### src/rtl/controlador_semaforo.sv
// Phase timing controller for the two-street traffic light: tracks the light phase,
// times green/yellow, latches vehicle requests and emits a one-cycle advance strobe.
module controlador_semaforo #(
  parameter int T_VERDE_MIN = 10,
  parameter int T_VERDE_MAX = 30,
  parameter int T_AMARELO   = 4,
  parameter int W           = 8
) (
  input  logic         clk,
  input  logic         rst,
  input  logic         habilita,
  input  logic         sensor_rua_1,
  input  logic         sensor_rua_2,
  input  logic         modo_manual,
  input  logic         botao,
  output logic         pulso,
  output logic [1:0]   fase,
  output logic [W-1:0] contador,
  output logic [1:0]   pedido_pendente
);

  localparam logic [1:0] F_R2_VERDE   = 2'b00;
  localparam logic [1:0] F_R2_AMARELO = 2'b01;
  localparam logic [1:0] F_R1_VERDE   = 2'b10;
  localparam logic [1:0] F_R1_AMARELO = 2'b11;

  localparam logic [W-1:0] C_VERDE_MAX = W'(T_VERDE_MAX - 1);
  localparam logic [W-1:0] C_VERDE_MIN = W'(T_VERDE_MIN - 1);
  localparam logic [W-1:0] C_AMARELO   = W'(T_AMARELO - 1);
  localparam logic [W-1:0] C_SATURADO  = {W{1'b1}};

  logic [1:0]   fase_r;
  logic [W-1:0] contador_r;
  logic         pulso_r;
  logic [1:0]   req_r;
  logic         botao_prev_r;

  logic         avanco_s;
  logic [1:0]   fase_prox_s;
  logic [W-1:0] contador_prox_s;
  logic [1:0]   req_prox_s;

  // Advance decision: button edge in manual mode, phase timers in auto mode
  always_comb begin
    avanco_s = 1'b0;
    if (modo_manual) begin
      avanco_s = botao & ~botao_prev_r;
    end else if (habilita) begin
      case (fase_r)
        F_R2_VERDE:   avanco_s = (contador_r == C_VERDE_MAX) ||
                                 ((contador_r >= C_VERDE_MIN) && req_r[0]);
        F_R1_VERDE:   avanco_s = (contador_r == C_VERDE_MAX) ||
                                 ((contador_r >= C_VERDE_MIN) && req_r[1]);
        F_R2_AMARELO: avanco_s = (contador_r == C_AMARELO);
        F_R1_AMARELO: avanco_s = (contador_r == C_AMARELO);
        default:      avanco_s = 1'b0;
      endcase
    end else begin
      avanco_s = 1'b0;
    end
  end

  // Next phase and elapsed-cycle counter; manual mode pins the counter at zero
  always_comb begin
    fase_prox_s     = fase_r;
    contador_prox_s = contador_r;
    if (avanco_s) begin
      fase_prox_s     = fase_r + 2'd1;
      contador_prox_s = '0;
    end else if (modo_manual) begin
      contador_prox_s = '0;
    end else if (habilita && (contador_r != C_SATURADO)) begin
      contador_prox_s = contador_r + W'(1);
    end else begin
      contador_prox_s = contador_r;
    end
  end

  // Request latches: a street's request clears as its green starts, and clear beats set
  always_comb begin
    req_prox_s = req_r;
    if (avanco_s && (fase_prox_s == F_R1_VERDE)) begin
      req_prox_s[0] = 1'b0;
    end else if (sensor_rua_1 && !fase_r[1]) begin
      req_prox_s[0] = 1'b1;
    end else begin
      req_prox_s[0] = req_r[0];
    end
    if (avanco_s && (fase_prox_s == F_R2_VERDE)) begin
      req_prox_s[1] = 1'b0;
    end else if (sensor_rua_2 && fase_r[1]) begin
      req_prox_s[1] = 1'b1;
    end else begin
      req_prox_s[1] = req_r[1];
    end
  end

  // State registers with synchronous reset
  always_ff @(posedge clk) begin
    if (rst) begin
      fase_r       <= F_R2_VERDE;
      contador_r   <= '0;
      pulso_r      <= 1'b0;
      req_r        <= 2'b00;
      botao_prev_r <= 1'b0;
    end else begin
      fase_r       <= fase_prox_s;
      contador_r   <= contador_prox_s;
      pulso_r      <= avanco_s;
      req_r        <= req_prox_s;
      botao_prev_r <= botao;
    end
  end

  assign pulso           = pulso_r;
  assign fase            = fase_r;
  assign contador        = contador_r;
  assign pedido_pendente = req_r;

endmodule

### config.mk
export PLATFORM = sky130hd
export DESIGN_NAME = controlador_semaforo
export DESIGN_NICKNAME = d
export VERILOG_FILES = /design/src/rtl/controlador_semaforo.sv
export SDC_FILE = /design/constraint.sdc
export NUM_CORES = 1
export LEC_CHECK = 0
export CORE_ASPECT_RATIO = 1.2
export CORE_UTILIZATION = 42
export DETAILED_ROUTE_END_ITERATION = 8
export PLACE_DENSITY = 0.81
export SYNTH_ARGS = -nofsm -noshare
export SYNTH_HDL_FRONTEND = slang
export SYNTH_SLANG_ARGS = --single-unit
### constraint.sdc
create_clock -name clk -period 1.85 [get_ports clk]
set_clock_uncertainty 0.15 [all_clocks]
set_input_delay 0.185 -clock clk [delete_from_list [all_inputs] [get_ports clk]]
set_output_delay 0.185 -clock clk [all_outputs]
set_load 0.01 [all_outputs]
# Word-level counts from Yosys, hierarchy flattened
# Cells that the tools add are included.
# totals
reg_bits	14
latchBits	0
mem_bits_rw	0
rom_bits	0
input_bits	7
word_cells	38
memories	0
# classes
addsub	2
multipliers	0
div_mod_pow	0
n_lt_le_gt_ge	1
eq_ne	7
shifts	0
muxes	4
n_bitwise	2
n_reduce_logical	16
# op_table
cell	count
8-bit by 1-bit adder with 8-bit output (second input constant)	1
8-bit by 2-bit == test with 1-bit output (second input constant)	1
8-bit by 5-bit == test with 1-bit output (second input constant)	1
8-bit by 4-bit greater-or-equal comparator with 1-bit output (second input constant)	1
8-bit != test (second input constant)	1
1-bit logical AND	7
2-bit == test (second input constant)	3
2-bit OR reduction	3
2-bit zero test	2
1-bit case mux with 3 select lines	1
3-bit OR reduction	1
2-bit by 1-bit adder with 2-bit output (second input constant)	1
2-bit by 1-bit == test with 1-bit output (second input constant)	1
1-bit logical OR	2
1-bit two-way mux	2
2-bit two-way mux	1
1-bit AND	1
1-bit zero test	1
1-bit NOT	1

# Longest topological paths before layout
# depth
ltp_word	10
ltp_mapped	7

# Least setup slack after synthesis
# OpenSTA, ideal clock, no wires.
# synth_path
kind	register -> register
start	register contador_r[1] (netlist: contador[1])
end	register req_r[0] (netlist: pedido_pendente[0])
setup_ps	86
arrival_time_ps	1837
required_time_ps	1614
path_slack_ps	-222
path_stages_with_launch	8
path_buffers	0
synth_period_minus_slack_ps	2072
cell_sequence	dfxtp_1 -> inv_1 -> ha_1 -> or3b_2 -> a21o_1 -> a32oi_4 -> a21oi_2 -> a211oi_1
# synth_between
elab_chain_cells	10
word_cells_on_any_way	14
classes_between	1 x order compare; 3 x eq/ne; 4 x mux; 6 x reduce/logical
# synth_lines
element	line	source
from (decl)	33	logic [W-1:0] contador_r;
from (signal assigned)	108	contador_r <= contador_prox_s;
8-bit by 4-bit greater-or-equal comparator with 1-bit output	51, 53	
1-bit logical AND (on tied branches)	53, 51	
1-bit logical OR (on tied branches)	52, 50	
1-bit case mux with 3 select lines (*)	49	case (fase_r)
1-bit two-way mux (*)	48	end else if (habilita) begin
1-bit two-way mux (*)	46	if (modo_manual) begin
2-bit two-way mux	67	if (avanco_s) begin
2-bit == test	82	if (avanco_s && (fase_prox_s == F_R1_VERDE)) begin
1-bit logical AND (*)	82	
2-bit OR reduction (no source line) (*)	--	
to (signal assigned)	110	req_r <= req_prox_s;
to (decl)	35	logic [1:0] req_r;
# Every way passes the cells marked *; elsewhere a longest branch is shown, timed or not.
# A chain may end at the register's enable or synchronous reset.

# Final worst setup path
# Same ends and word-level chain as after synthesis.

==> metrics.csv <==
stage,metric,value,unit
timing,Final Cycle Share,105.3,%
cells_and_area,layout cells sized above 1,38.46,%
floorplan,# rows,16,
synth,#FFs+latches synth,14,
worst_setup_path,WP data arrival,2.00,ns
pwr,internal power,0.0004532,W
worst_setup_path,CP Launch Type,register,
global_routing,pin count of the biggest net entering global routing,9,
synth,syn avg cell area,8.962,µm²
timing,RSZ-0062 raised after global routing,yes,
route,Vias,812,
synth,predominant post-synthesis flop cell,dfxtp_1,
floorplan,Top Ports,20,
clock_tree,H-tree levels,1,
pwr,Max rail drop VDD,482.5,µV
global_routing,total grt overflow,0,
worst_setup_path,Critical Path Slowest Stage Cell,or3b_4,
cells_and_area,most frequent cells in the layout,"clkdlybuf4s50_1 (19), buf_4 (19), dfxtp_1 (10), nor2_1 (8)",
cells_and_area,Final nets,144,
pwr,clock network fraction of design power,30.5,%
pwr,Switching Power,0.0001610,W
timing,final worst slack,-0.09815,ns
worst_setup_path,CP startpoint,contador[1],
worst_setup_path,crit path cell chain,inv_4 > ha_4 > or3b_4 > a21o_4 > a32oi_4 > a21oi_2 > a211oi_1,
clock_tree,CTS root buf,clkbuf_4,
timing,Tmin final,1.948,ns
placed_design,hpwl dp,1460,µm
worst_setup_path,r2r worst-path depth,7,
synth,Syn Nets,99,
timing,f_max,0.5133,GHz
worst_setup_path,FF-to-FF Start,contador[1],
floorplan,die area,2011,µm²
timing,Slew Limit Fails,0,
clock_tree,clk slew on worst S/H paths,0.09,ns
cells_and_area,n_diodes,0,
worst_setup_path,worst-path maximum fanout,3,
placed_design,gpl congestion,0.7687,
synth,"EDFF count, synth",0,
floorplan,Core Footprint,1682,µm²
synth,cells after synthesis,86,
worst_setup_path,Critical Path Sink,pedido_pendente[0],
outcome,status,"complete, but fails checks",
synth,Netlist cell types,29,
timing,Hold Fails Final Rpt,0,
clock_tree,Worst-Skew Late Latency,0.28,ns
clock_tree,CTS sink cnt,14,
clock_tree,TritonCTS clock tree,done,
min_path,Worst Hold Class,input pin to register,
cells_and_area,synth-to-layout area growth,66.23,%
synth,Syn. warnings,0,
placed_design,Placed Area,1130,µm²
synth,Post-synth ARST share,0,%
worst_setup_path,CP Class,register to register,
route,Vias per Instance,5.486,
floorplan,Initial Util,45.83,%
route,drc violations,0,
global_routing,vias in the first global route,846,
pwr,Seq pwr share,51.3,%
timing,Worst Max-Slew Pin Slew,0.3329,ns
clock_tree,maximum clock insertion buffer count,2,
timing,Relative slew margins,77.18,%
job,max-cap violations,0,
worst_setup_path,R2R setup slack,-0.1,ns
timing,Final setup viols,12,
pwr,Power Total,0.0006143,W
route,Final ANT Viol Nets,0,
floorplan,Die Wd,41.11,µm
route,DR pass1 iterations,4,
global_routing,total track usage,24.70,%
pwr,Gate power share,18.2,%
pwr,Net Sw Frac,26.21,%
route,drt wl/cell,14.45,µm
pwr,Leakage,0.4828,nW
outcome,violated checks,setup timing,
pwr,pwr/cell area,479.4,nW/µm²
synth,sequential cell area fraction in the yosys report,36.36,%
worst_setup_path,worst path required time,1.90,ns
global_routing,initial antenna violation count,0,
worst_setup_path,CP endpoint kind,register,
global_routing,first-pass GRT wire length,3505,µm
clock_tree,CTS Buf Count,3,
placed_design,I/O Buffers,19,
worst_setup_path,Worst path max stage delay,0.38,ns
route,Detailed Route WL,2138,µm
cells_and_area,final instance area,1281,µm²
synth,Mapped Area,770.7,µm²
route,initial DRC count,12,
floorplan,Die Span Y,48.93,µm
worst_setup_path,worst reg2reg endpoint,pedido_pendente[0],
## critical path, delay by kind of cell (launching register included)
family | cells | cell delay [ns]
adder cells (fa/ha/maj) | 1 | 0.15
AND/OR/NAND/NOR | 1 | 0.38
buffers and inverters | 1 | 0.04
flip-flops | 1 | 0.37
AO/OA/AOI/OAI | 4 | 0.77
## state kept, by name, indices dropped and copies added (netlist names)
| register | flops |
|---|---|
| contador | 8 |
| fase | 2 |
| pedido_pendente | 2 |
| botao_prev_r | 1 |
| pulso | 1 |
## cell families after synthesis
family          after synthesis  synth area share (%)
mux                           1                 1.299
fa+ha+maj                     6                 9.740
simple gates                 36                 24.84
compound gates               17                 18.02
xor+xnor                      6                 6.818
flops                        14                 36.36
buf+inv                       6                 2.922
## per-layer routing
| metal | routed length, µm | vias up | track usage (%) |
|---|---|---|---|
| li1 | - | 403 | - |
| met1 | 939 | 370 | 29.57 |
| met2 | 1063 | 31 | 40.63 |
| met3 | 83 | 8 | 5.479 |
| met4 | 51 | 0 | 9.140 |
| met5 | 0 | - | 0 |
## power groups by stage
stage          Sequential, W  Combinational (W)  Clock [W]
3_3_place_gp        0.000321          0.0000910          0
5_1_grt             0.000316           0.000121   0.000208
2_1_floorplan       0.000326          0.0000390          0
3_5_place_dp        0.000321          0.0000932          0
4_1_cts             0.000315           0.000105   0.000187
6_report            0.000315           0.000112   0.000187
## metrics by stage
stage	utilization [%]	worst slack, ns	TNS (ns)	std cells	hold slack (ns)
CTS	72.54	-0.08882	-0.4658	145	0.3943
finish	76.19	-0.09815	-0.5981	148	0.3955
detailed placement	67.19	-0.1972	-1.660	139	0.3859
global route	76.19	-0.1695	-1.529	148	0.4408
global placement	67.19	-0.1327	-1.273	139	0.3714
floorplan	-	0.02701	0	86	0.09665
## cells in the mapped netlist, types with 2 or more instances
cell | number | share of area, %
inv_1 | 6 | 2.9
a211oi_1 | 3 | 2.9
ha_1 | 6 | 9.7
nor2b_1 | 2 | 1.6
and3_1 | 2 | 1.6
nor2_1 | 11 | 5.4
xor2_1 | 4 | 4.5
nand4_1 | 5 | 4.1
nor3_1 | 3 | 1.9
nand3_1 | 3 | 1.9
xnor2_1 | 2 | 2.3
dfxtp_1 | 14 | 36
o21ai_0 | 2 | 1.3
nand2_1 | 4 | 1.9
a21oi_1 | 5 | 3.2
## area by class of cell
cell class	instances	area, µm²
tap	18	22.52
multi-input combinational	66	559.3
inverter	6	27.53
fill	125	400.4
clock buffer	4	26.28
sequential	14	290.3
timing repair buffer	40	355.3
## how the worst min path moves through the flow
| stage | from | end | slack [ns] | cells past startpoint |
|---|---|---|---|---|
| final | sensor_rua_1 | pedido_pendente[0] | 0.40 | 3 |
| after global routing | sensor_rua_1 | pedido_pendente[0] | 0.44 | 3 |
| after CTS | sensor_rua_1 | pedido_pendente[0] | 0.39 | 3 |
| after detailed placement | pedido_pendente[0] | pedido_pendente[0] | 0.39 | 2 |
| after global placement | pedido_pendente[0] | pedido_pendente[0] | 0.37 | 2 |
| after floorplan | rst | fase[1] | 0.1 | 1 |
## timing repair
item                                   in CTS  in global routing
resized for setup                          11                 11
endpoints found under the hold margin       0                  0
setup buffers                               2                  3
setup endpoints to repair                  12                 13
hold buffers                                0                  0
pin swaps                                  15                  6
Power figures use the tool's default switching activity.
